## config.mk

```make
export PLATFORM = sky130hd
export DESIGN_NAME = seq_mult_param
export DESIGN_NICKNAME = d
export VERILOG_FILES = /design/src/rtl/seq_mult_param.sv
export SDC_FILE = /design/constraint.sdc
export NUM_CORES = 1
export LEC_CHECK = 0
export BUFFER_PORTS_ARGS = -buffer_cell sky130_fd_sc_hd__buf_2
export CAP_MARGIN = 10
export CELL_PAD_IN_SITES_DETAIL_PLACEMENT = 0
export CELL_PAD_IN_SITES_GLOBAL_PLACEMENT = 1
export CORE_ASPECT_RATIO = 1.4
export CORE_MARGIN = 4
export CORE_UTILIZATION = 43
export CTS_CLUSTER_DIAMETER = 120
export DETAILED_ROUTE_END_ITERATION = 16
export GPL_TIMING_DRIVEN = 1
export PLACE_DENSITY = 0.91
export RECOVER_POWER = 25
export SLEW_MARGIN = 20
export SYNTH_ARGS = -nofsm -noshare
export SYNTH_HDL_FRONTEND = slang
export SYNTH_SLANG_ARGS = --single-unit
```

## constraint.sdc

```tcl
create_clock -name clk -period 3.6 [get_ports clk]
set_input_delay 0.54 -clock clk [delete_from_list [all_inputs] [get_ports clk]]
set_output_delay 0.54 -clock clk [all_outputs]
set_load 0.01 [all_outputs]
```

## src/rtl/seq_mult_param.sv

```systemverilog
// Iterative shift-add multiplier, WIDTH x WIDTH -> 2*WIDTH, one multiplier bit per clock,
// with a start/busy/done handshake. Define MULT_SIGNED_EN to build the signed (MULT) path.
module seq_mult_param #(
    parameter int WIDTH = 32
) (
    input  logic               clk,
    input  logic               reset,
    input  logic               start,
    input  logic               is_signed,
    input  logic [WIDTH-1:0]   data_a,
    input  logic [WIDTH-1:0]   data_b,
    output logic               busy,
    output logic               done,
    output logic [2*WIDTH-1:0] product
);

    localparam int CNT_W = $clog2(WIDTH + 1);

    typedef enum logic {
        IDLE = 1'b0,
        RUN  = 1'b1
    } state_t;

    state_t               state_reg;
    logic [WIDTH-1:0]     mcand_reg;
    logic [WIDTH-1:0]     mult_reg;
    logic [2*WIDTH-1:0]   acc_reg;
    logic [CNT_W-1:0]     cnt_reg;
    logic                 busy_reg;
    logic                 done_reg;
    logic [2*WIDTH-1:0]   product_reg;

    logic [WIDTH:0]       sum_next;
    logic [2*WIDTH-1:0]   acc_next;
    logic [WIDTH-1:0]     mag_a;
    logic [WIDTH-1:0]     mag_b;
    logic [2*WIDTH-1:0]   result_next;
    logic                 unused_acc_lsb;

    // The upper half absorbs the partial product with its carry; the shift drops acc[0].
    assign sum_next       = {1'b0, acc_reg[2*WIDTH-1:WIDTH]}
                          + {1'b0, (mult_reg[0] ? mcand_reg : {WIDTH{1'b0}})};
    assign acc_next       = {sum_next, acc_reg[WIDTH-1:1]};
    assign unused_acc_lsb = acc_reg[0];

`ifdef MULT_SIGNED_EN
    logic neg_reg;
    logic neg_in;

    // Iterate on magnitudes; the most negative value maps to 2^(WIDTH-1), still exact.
    always_comb begin
        mag_a       = (is_signed && data_a[WIDTH-1]) ? (~data_a + 1'b1) : data_a;
        mag_b       = (is_signed && data_b[WIDTH-1]) ? (~data_b + 1'b1) : data_b;
        neg_in      = is_signed & (data_a[WIDTH-1] ^ data_b[WIDTH-1]);
        result_next = neg_reg ? (~acc_next + 1'b1) : acc_next;
    end
`else
    logic unused_is_signed;

    assign unused_is_signed = is_signed;

    always_comb begin
        mag_a       = data_a;
        mag_b       = data_b;
        result_next = acc_next;
    end
`endif

    always_ff @(posedge clk) begin
        if (reset) begin
            state_reg   <= IDLE;
            mcand_reg   <= '0;
            mult_reg    <= '0;
            acc_reg     <= '0;
            cnt_reg     <= '0;
            busy_reg    <= 1'b0;
            done_reg    <= 1'b0;
            product_reg <= '0;
`ifdef MULT_SIGNED_EN
            neg_reg     <= 1'b0;
`endif
        end else begin
            done_reg <= 1'b0;
            case (state_reg)
                IDLE: begin
                    if (start) begin
                        mcand_reg <= mag_a;
                        mult_reg  <= mag_b;
                        acc_reg   <= '0;
                        cnt_reg   <= CNT_W'(WIDTH);
                        busy_reg  <= 1'b1;
                        state_reg <= RUN;
`ifdef MULT_SIGNED_EN
                        neg_reg   <= neg_in;
`endif
                    end
                end
                RUN: begin
                    acc_reg  <= acc_next;
                    mult_reg <= mult_reg >> 1;
                    cnt_reg  <= cnt_reg - CNT_W'(1);
                    // Final iteration: publish the product and pulse done on the same edge.
                    if (cnt_reg == CNT_W'(1)) begin
                        state_reg   <= IDLE;
                        busy_reg    <= 1'b0;
                        done_reg    <= 1'b1;
                        product_reg <= result_next;
                    end
                end
                default: begin
                    state_reg <= IDLE;
                    busy_reg  <= 1'b0;
                end
            endcase
        end
    end

    assign busy    = busy_reg;
    assign done    = done_reg;
    assign product = product_reg;

endmodule

```

==> impl_summary.txt <==
----------------------------------------------------
[STA]
  Total negative slack for setup checks ... 0 ns
  Unrepaired setup endpoints after global routing ... false
  Final-report max-slew violation count ... 52
  Hold violation count in the final report ... 0
  Max Freq ... 324 MHz
  Worst Tran Pin Value ... 2.27 ns
  Minimum period implied by the final worst setup slack ... 3.08 ns
  Fin Clk Skew ... 0.0125 ns
  Relative slew slack ... -51.6%
  Setup violators final ... 0
  Period Utilization, post-route ... 85.7%

[CTS]
  Clock slew at the register clock pins of the worst setup and hold paths ... 0.08 ns
  # hold bufs at CTS ... 0
  Clock insertion delay at the later pin of the skew report ... 0.44 ns
  H-tree Lvls ... 4
  Maximum buffer depth of the clock tree ... 2
  Clock tree root buffer cell ... clkbuf_16
  Clock tree from TritonCTS ... built
  Clock tree sinks ... 200
  Number of buffers added by the clock tree synthesis step ... 17
  Post CTS Setup Buffer Count ... 0
  Resized cells post-CTS ... 0

[Synth]
  Number of flops mapped to enable cells by yosys ... 0
  Biggest area consumer among synthesized cells ... dfxtp_1
  Netlist area before placement ... 0.00936 mm^2
  Main combinational cell family by area after synthesis ... simple AND/OR/NAND/NOR gates
  Simple-Gate Fraction of Synth Area ... 22.9%
  Fraction of registers with async set/reset ... 0%
  Number of synthesized register bits ... 200
  Adder-cell area share of the yosys netlist ... 4.76%
  Syn_nets ... 1255
  Number of instances in the synthesized netlist ... 1152
  Yosys top cell area share ... 42.8%
  Leading post-synthesis cells by cell area ... dfxtp_1, a21oi_1, nand2_1
  Count of cell types in the netlist ... 65
  Post-synthesis mux area share ... 3.53%
  Post-Synth XOR/XNOR Area ... 1.87%
  Synthesized-area fraction occupied by ao, oa, aoi and oai cells ... 20.2%
  Mean Syn Cell Area ... 8.12 um^2
  Yosys warnings ... 0
  Fraction of the yosys area taken by sequential cells ... 42.8%
  Prevailing post-synth register cell ... dfxtp_1

[Placement]
  Area after detailed placement ... 0.0101 mm^2
  RePlAce Congestion ... 0.880
  Detailed-placement wirelength estimate ... 15800 um
  Quantity of I/O buffers inserted on ports ... 132

[Critical path]
  Worst Path Buf+Inv ... 1
  Category of the worst setup path capture point ... flop
  Top cell family by delay on the critical path ... simple AND/OR/NAND/NOR gates
  Crit path max-delay cell type ... ha_1
  List of cells traversed by the critical path ... buf_4 -> and2_1 -> ha_1 -> a211o_1 -> a311o_1 -> nor3b_1 -> nor3b_2 -> nor3_1 -> or3_1 -> a32o_1
  Required time of the critical path ... 3.93 ns
  Max incr delay on CP ... 0.38 ns
  Startpoint Class ... flop
  Critical path class ... flop to flop
  Data arrival at the endpoint of the critical path ... 3.41 ns
  Worst Path Max Fanout ... 22

[Pwr]
  VDD IR-drop max ... 0.340 mV
  Share of power burned in the clock network ... 43.7%
  Total power per unit cell area ... 437 mW/mm^2
  Leakage power of the design ... 0.00427 uW
  Sequential cell fraction of total power ... 49.2%
  Sw power ... 1200 uW
  Combinational share of power ... 7.2%
  Switching power share of the total ... 25.7%
  Internal portion of total power ... 3480 uW

[Route]
  Topmost layer with routed signal wires ... met5
  Total wire length after detailed routing ... 22800 um
  Met3 routed WL ... 753 um
  Detailed Route Iter0 Violations ... 517
  Number of vias per cell ... 5.40
  Post-DRT Antenna Nets ... 0
  DRT met1 WL ... 9770 um
  Number of design rule violations left after detail routing ... 0
  WL/cell ... 15.1 um
  Vias ... 8146
  First drt pass iteration count ... 5
  Met2 routed WL ... 11700 um

[Global routing]
  Vias in the first global route ... 7765
  First-pass GRT wire length ... 37700 um
  Initial antenna violation count ... 1
  Maximum number of pins on one net before global-route repair ... 81
  Tot GR Track Use ... 18.6%
  Overflow left after global routing ... 0

[Status]
  Run status ... finished, violations left
  Violated checks ... max-capacitance violations, max-slew violations

[Final layout]
  Layout overhead on the synthesized area ... 14.5%
  Post-layout nets ... 1338
  Antenna diode count ... 0
  Flip-flop count of the largest register, all copies and words added ... 64
  Proportion of layout cells with a drive suffix above 1 ... 10.7%
  Finished layout cell area ... 0.0107 mm^2

[Die]
  Die footprint ... 0.0242 mm^2
  Initial core utilization ... 44.0%
  Floorplan Core Area ... 0.0213 mm^2
  DIE WIDTH ... 133 um
  I/O Pins ... 134
  FP Rows ... 63
  Vertical extent of the die ... 183 um

[Job]
  Max-cap violations ... 1

[Hold path]
  Class of the worst hold path ... input port to flop

----------------------------------------------------
-- layout by cell type (no fill, tap or decap), types with 33 or more instances in the layout --
master,n
a21oi_1,186
and2_1,34
buf_2,67
clkbuf_1,64
dfxtp_1,199
ha_1,34
mux2i_1,33
nand2_1,186
nor2_1,131
nor3b_1,44
-- metrics by stage --
stage	worst slack [ns]	hold WS, ns	utilization, %	power, uW	std cells
floorplan	0.726	0.427	-	2580	1152
global placement	0.571	0.436	47.7	2690	1476
detailed placement	0.558	0.443	47.7	2690	1476
CTS	0.540	0.331	50.7	4720	1508
global route	0.364	0.336	50.3	4860	1508
finish	0.516	0.337	50.3	4680	1508
-- cells in the mapped netlist, types with 3 or more instances --
cell,count
nand2_1,186
inv_1,12
o21bai_1,3
or3_1,7
nor3b_1,44
o2111ai_1,3
buf_2,4
a31oi_1,6
nand4_1,7
ha_1,34
a21o_1,9
xnor2_1,12
and2_1,34
buf_1,14
clkbuf_1,62
a211o_1,4
mux2i_1,33
o21ai_0,22
o21a_1,10
a32o_1,10
nor2_1,131
o211a_1,3
xor2_1,8
a21oi_1,186
nor2b_1,8
nand3_1,11
a22o_1,17
nor3_1,16
o211ai_1,3
a211oi_1,7
nand2b_1,4
dfxtp_1,200
-- cell type report --
class / count / area (um^2)
clock buffer: 18 / 439
inverter: 12 / 45.0
fill: 2115 / 10600
clock inverter: 14 / 206
multi-input combinational: 857 / 4990
sequential: 200 / 4010
tap: 260 / 325
timing repair buffer: 147 / 693
-- cells by family after synthesis --
logic type,count (synthesis)
simple gates,461
mux,33
compound gates,308
flops,200
buf+inv,95
fa+ha+maj,35
xor+xnor,20
-- worst min-delay path: stages --
cell and delay (ns):
buf_2 0.09, nand2_1 0.04, a21oi_1 0.05
-- metal layers --
metal,up-vias,global-route usage (%)
li1,4152,-
met1,3817,21.7
met2,136,34.2
met3,39,3.47
met4,2,5.87
met5,-,0
-- worst paths after layout --
path                               startpoint             to  slack, ns  cells past startpoint
worst max-delay path              mult_reg[0]    acc_reg[57]       0.52                     10
worst min register to register  mcand_reg[27]  mcand_reg[27]       0.45                      2
worst min-delay path                data_a[2]   mcand_reg[2]       0.34                      3
worst max register to register    mult_reg[0]    acc_reg[57]       0.52                     10
-- power by group through the flow --
stage	Sequential, uW	Clock, uW	Combinational [uW]
detailed placement	2350	0	341
floorplan	2340	0	244
global placement	2350	0	335
CTS	2300	2080	341
global route	2310	2170	383
finish	2300	2040	335
No activity file was read; power rests on OpenSTA's default activity.
